File: config.mk
export PLATFORM = sky130hd
export DESIGN_NAME = memory_stage
export DESIGN_NICKNAME = d
export VERILOG_FILES = /design/src/rtl/memory_stage.sv
export SDC_FILE = /design/constraint.sdc
export NUM_CORES = 1
export LEC_CHECK = 0
export BUFFER_PORTS_ARGS = -buffer_cell sky130_fd_sc_hd__buf_2
export CORE_MARGIN = 5
export CORE_UTILIZATION = 25
export CTS_CLUSTER_DIAMETER = 40
export DETAILED_ROUTE_END_ITERATION = 10
export PLACE_DENSITY = 0.54
export SLEW_MARGIN = 20
export SYNTH_ARGS = -nofsm -noshare
export SYNTH_HDL_FRONTEND = slang
export SYNTH_SLANG_ARGS = --single-unit
File: constraint.sdc
create_clock -name clk -period 2.8 [get_ports clk]
set_input_delay 0.42 -clock clk [delete_from_list [all_inputs] [get_ports clk]]
set_output_delay 0.42 -clock clk [all_outputs]
set_load 0.02 [all_outputs]
File: src/rtl/memory_stage.sv
// MEM stage of the RV32 pipeline: data-memory request/ready handshake, branch/jump
// resolution and the MEM/WB pipeline register.
module memory_stage #(
  parameter int unsigned WAIT_MAX = 16
) (
  input  logic        clk,
  input  logic        n_rst,
  input  logic        in_valid,
  input  logic        in_halt,
  input  logic [4:0]  in_rd,
  input  logic        in_dread,
  input  logic [1:0]  in_dwrite,
  input  logic [1:0]  in_reg_wr_src,
  input  logic        in_branch_pol,
  input  logic [1:0]  in_pc_ctrl,
  input  logic [31:0] in_pc,
  input  logic [31:0] in_rdat2,
  input  logic [31:0] in_alu_out,
  input  logic        in_alu_zero,
  input  logic [31:0] in_pc_plus_imm,
  input  logic        wb_flush,
  output logic        dmem_req,
  output logic        dmem_wen,
  output logic [31:0] dmem_addr,
  output logic [31:0] dmem_wdata,
  output logic [3:0]  dmem_strb,
  input  logic [31:0] dmem_rdata,
  input  logic        dmem_ready,
  output logic        mem_stall,
  output logic        redirect,
  output logic [31:0] redirect_pc,
  output logic        wb_valid,
  output logic        wb_halt,
  output logic        wb_err,
  output logic [4:0]  wb_rd,
  output logic [1:0]  wb_reg_wr_src,
  output logic [31:0] wb_alu_out,
  output logic [31:0] wb_mem_data,
  output logic [31:0] wb_pc_plus_4
);

  localparam int unsigned CntW = (WAIT_MAX > 1) ? $clog2(WAIT_MAX) : 1;

  typedef enum logic [0:0] {StIdle, StWait} state_t;

  state_t          state_q, state_d;
  logic [CntW-1:0] wait_cnt_q, wait_cnt_d;
  logic            halted_q;

  logic       live, acc, is_load, misaligned, aligned_acc, abort;
  logic       load_done, err, halt_commit;
  logic [1:0] size;

  // Reset is folded into live so no request, stall or redirect escapes while n_rst is low.
  assign live        = n_rst & in_valid & ~halted_q;
  assign is_load     = in_dread;
  assign size        = is_load ? 2'd3 : in_dwrite;
  assign acc         = live & (in_dread | (in_dwrite != 2'd0));
  assign aligned_acc = acc & ~misaligned;
  assign abort       = aligned_acc & (state_q == StWait) & ~dmem_ready &
                       (wait_cnt_q == CntW'(WAIT_MAX - 1));
  assign mem_stall   = aligned_acc & ~(dmem_ready | abort);
  assign load_done   = aligned_acc & is_load & dmem_ready;
  assign err         = acc & (misaligned | abort);
  assign halt_commit = live & in_halt & ~mem_stall & ~wb_flush;

  assign dmem_req  = aligned_acc;
  assign dmem_wen  = aligned_acc & ~is_load;
  assign dmem_addr = in_alu_out;

  always_comb begin
    misaligned = 1'b0;
    case (size)
      2'd3:    misaligned = (in_alu_out[1:0] != 2'b00);
      2'd2:    misaligned = in_alu_out[0];
      default: misaligned = 1'b0;
    endcase
  end

  always_comb begin
    dmem_strb  = 4'b0000;
    dmem_wdata = in_rdat2;
    if (!is_load) begin
      case (in_dwrite)
        2'd1: begin
          dmem_strb  = 4'b0001 << in_alu_out[1:0];
          dmem_wdata = {4{in_rdat2[7:0]}};
        end
        2'd2: begin
          dmem_strb  = in_alu_out[1] ? 4'b1100 : 4'b0011;
          dmem_wdata = {2{in_rdat2[15:0]}};
        end
        2'd3:    dmem_strb = 4'b1111;
        default: dmem_strb = 4'b0000;
      endcase
    end
  end

  always_comb begin
    redirect    = 1'b0;
    redirect_pc = in_pc_plus_imm;
    if (live && !mem_stall) begin
      case (in_pc_ctrl)
        2'd1:    redirect = in_alu_zero ^ in_branch_pol;
        2'd2:    redirect = 1'b1;
        2'd3: begin
          redirect    = 1'b1;
          redirect_pc = {in_alu_out[31:1], 1'b0};
        end
        default: redirect = 1'b0;
      endcase
    end
  end

  always_comb begin
    state_d    = state_q;
    wait_cnt_d = wait_cnt_q;
    case (state_q)
      StIdle: begin
        if (aligned_acc && !dmem_ready) begin
          state_d    = StWait;
          wait_cnt_d = '0;
        end
      end
      StWait: begin
        wait_cnt_d = wait_cnt_q + 1'b1;
        if (!aligned_acc || dmem_ready || abort) state_d = StIdle;
      end
      default: state_d = StIdle;
    endcase
  end

  always_ff @(posedge clk or negedge n_rst) begin
    if (!n_rst) begin
      state_q       <= StIdle;
      wait_cnt_q    <= '0;
      halted_q      <= 1'b0;
      wb_valid      <= 1'b0;
      wb_halt       <= 1'b0;
      wb_err        <= 1'b0;
      wb_rd         <= '0;
      wb_reg_wr_src <= '0;
      wb_alu_out    <= '0;
      wb_mem_data   <= '0;
      wb_pc_plus_4  <= '0;
    end else begin
      state_q    <= state_d;
      wait_cnt_q <= wait_cnt_d;
      if (halt_commit) halted_q <= 1'b1;
      if (wb_flush || mem_stall) wb_valid <= 1'b0;
      else                       wb_valid <= live;
      wb_halt       <= in_halt;
      wb_err        <= err;
      wb_rd         <= in_rd;
      wb_reg_wr_src <= in_reg_wr_src;
      wb_alu_out    <= in_alu_out;
      wb_mem_data   <= load_done ? dmem_rdata : 32'h0;
      wb_pc_plus_4  <= in_pc + 32'd4;
    end
  end

endmodule

==> run_results.csv <==
group,metric,value,unit
timing,worst_hold_slack,0.143,ns
route,route.detailed.drc,0,
finish,multiInputGateArea,1900,µm²
pwr,irDropWorstVdd,244,µV
yosys,netlist_area,5030,µm²
finish,layout_common_cells,"buf_2, dfrtp_1, buf_6",
finish,drive_gt1_frac,0.602,
pwr,seq_power_share,0.434,
pwr,power.density,512,nW/µm²
status,status,"finished with violations",
floorplanning,std_cell_rows,51,
route,post_drt_wl_per_cell,18.1,µm
hold_path,min_path_type,"input port to async pin",
floorplanning,die_h,152,µm
global_routing,grt_overflow,0,
critical_path,cp-end-kind,"output port",
status,violations,"setup timing",
floorplanning,coreArea,19700,µm²
run,drv_cap,0,
route,drt-met1-wl,7050,µm
timing,period_needed,2.86,ns
yosys,synth_ff_type,"dfrtp_1",
route,wl_met3,1480,µm
yosys,syn_area_per_cell,12.3,µm²
clock_tree,htreeDepth,3,
pwr,swShare,0.311,
clock_tree,clock_sinks,112,
timing,setup_viol,31,
clock_tree,cts-root-buf,"clkbuf_16",
placed_design,dp_slack,0.0507,ns
critical_path,worstSetupPathType,"flop to output port",
yosys,postSynth.asyncResetShare,1.00,
yosys,ys_types,40,
route,drt_wl_total,18900,µm
pwr,switching_power,0.00123,W
clock_tree,cts_buffer_depth,2,
finish,syn_to_final_growth,53.6,%
route,vias,4441,
clock_tree,cts_tree,"done",
global_routing,grt_pass1_vias,4389,
timing,rsz0062_at_grt,"yes",
route,dr_wl_met2,9960,µm
pwr,clockPowerShare,0.346,
pwr,p_comb_frac,0.220,
timing,timing.final.crit_share,1.02,
clock_tree,clock_latency,0.35,ns
clock_tree,cts_made_buffers,9,
finish,regArea,2800,µm²
yosys,synth-seq-cells,112,
finish,layout_commonest_cell,"buf_2",
global_routing,grt_pass1_wl,25300,µm
placed_design,hpwl,14600,µm
critical_path,cp-start-kind,"flop",
yosys,synthCells,409,
placed_design,routabilityCongestion,0.766,
timing,hold_viol,0,
floorplanning,die_area,23000,µm²
global_routing,grt_max_degree,73,
route,postRouteAntennaNets,0,
yosys,ys_seq_area_frac,0.558,
route,drtPass1Iterations,4,
critical_path,cp.required,2.38,ns
timing,fin_skew,0.00843,ns
yosys,synth-edff-count,0,
finish,antenna_cells,0,
route,drt_iter0_markers,159,
pwr,internal_power,0.00272,W
pwr,p_leak,4.22,nW
global_routing,grt_use_total,0.146,
timing,fmax,0.350,GHz
critical_path,cp.arrival,2.44,ns
floorplanning,die_w,152,µm
timing,drv_slew,0,
placed_design,portBuffers,389,
floorplanning,start_util,0.256,
floorplanning,io_pins,390,
timing,worst_pin_slew,0.952,ns
clock_tree,clkTransAtPathRegs,0.08,ns
yosys,synth_nets,596,
critical_path,cp_max_fo,8,
yosys,yosysWarnings,0,
finish,fillers,1967,
route,maxUsedRoutingLayer,"met4",
route,via_per_inst,4.27,
finish,nets,958,
global_routing,grt_antenna_before_repair,0,
timing,worst_slack,-0.0566,ns
timing,relSlewSlack,0.365,
Yosys cell counts (6+ instances only):
cell,instances,area share
a22o_1,18,0.031
a22oi_1,8,0.012
and2_1,33,0.041
and4_1,8,0.014
buf_4,40,0.060
clkbuf_1,11,0.0082
dfrtp_1,112,0.56
ha_1,7,0.017
inv_1,7,0.0052
mux2_2,21,0.047
mux2_4,10,0.030
nand2_1,16,0.012
nand3_1,13,0.013
nand4_1,9,0.011
nor2_1,13,0.0097
nor3_1,6,0.0060
o21ai_0,9,0.0090
xnor2_1,20,0.035
xor2_1,11,0.019
cell type report:
cell class	instances	share of cell area
well taps	265	0.0429
clock inverters	7	0.0122
multi-input cells	235	0.246
repair buffers	406	0.303
clock buffers	9	0.0292
inverters	7	0.00340
flip-flops and latches	112	0.363
kinds of logic (layout without fill, tap and decap cells):
logic type | Yosys count | after routing | synth area share
multiplexers | 32 | 32 | 0.0792
adder cells (fa/ha/maj) | 7 | 7 | 0.0174
XOR/XNOR | 31 | 31 | 0.0540
AND/OR/NAND/NOR | 117 | 117 | 0.135
AO/OA/AOI/OAI | 48 | 48 | 0.0744
flip-flops | 112 | 112 | 0.558
buffers and inverters | 62 | 429 | 0.0822
path summary, 6_finish.rpt:
path                       depth (start not counted)  slack, ns                    endpoint                       from
max reg2reg                                        5       1.11        halted_q$_DFFE_PN0P_  wait_cnt_q[0]$_DFFE_PN0P_
max in group asynchronous                          3       1.31  wb_reg_wr_src[1]$_DFF_PN0_                      n_rst
min                                                2       0.14   wb_mem_data[26]$_DFF_PN0_                      n_rst
min in group clk                                   1       0.16   wb_pc_plus_4[0]$_DFF_PN0_                   in_pc[0]
min reg2reg                                        1       0.51        halted_q$_DFFE_PN0P_       halted_q$_DFFE_PN0P_
max                                                8      -0.06              redirect_pc[1]  wait_cnt_q[0]$_DFFE_PN0P_
registers in the layout, summed over array words and instances, names as in the netlist:
name           flops
halted_q           1
state_q            1
wait_cnt_q         4
wb_alu_out        32
wb_err             1
wb_halt            1
wb_mem_data       32
wb_pc_plus_4      32
wb_rd              5
wb_reg_wr_src      2
wb_valid           1
metal layers:
metal  GRT usage  up-vias
met4      0.0562        0
li1            -     2091
met1       0.170     2132
met3      0.0324       22
met2       0.260      196
met5           0        -
what timing repair did:
item	4_1_cts	5_1_grt
hold buffers	0	0
pin swaps	3	2
hold endpoints to repair	0	0
cloned	2	1
gates resized for setup	44	51
setup buffers	7	1
endpoints found under the setup margin	31	32
power by group through the flow:
stage | clock [W] | combinational, W | sequential [W]
final | 0.00137 | 0.000870 | 0.00172
after global routing | 0.00149 | 0.000934 | 0.00173
after CTS | 0.00144 | 0.000847 | 0.00172
after detailed placement | 0 | 0.000796 | 0.00175
after global placement | 0 | 0.000794 | 0.00175
after floorplan | 0 | 0.000348 | 0.00183
critical path, stage by stage (launching register included):
cell and delay (ns):
dfrtp_1 0.39, ha_2 0.19, and4_4 0.19, or3_4 0.34
o2111ai_4 0.21, buf_12 0.16, clkbuf_16 0.17, mux2_4 0.31
buf_6 0.13
per-stage QoR:
step	power [W]	util	TNS [ns]	instance area (µm²)	instances
2_1_floorplan	0.00218	-	0	5030	409
4_1_cts	0.00401	0.385	-4.64	7560	1041
6_report	0.00395	0.393	-1.38	7720	1041
3_3_place_gp	0.00255	0.356	0	7000	1016
5_1_grt	0.00415	0.393	-4.32	7720	1041
3_5_place_dp	0.00255	0.356	0	7000	1016
(Power assumes the default switching activity.)
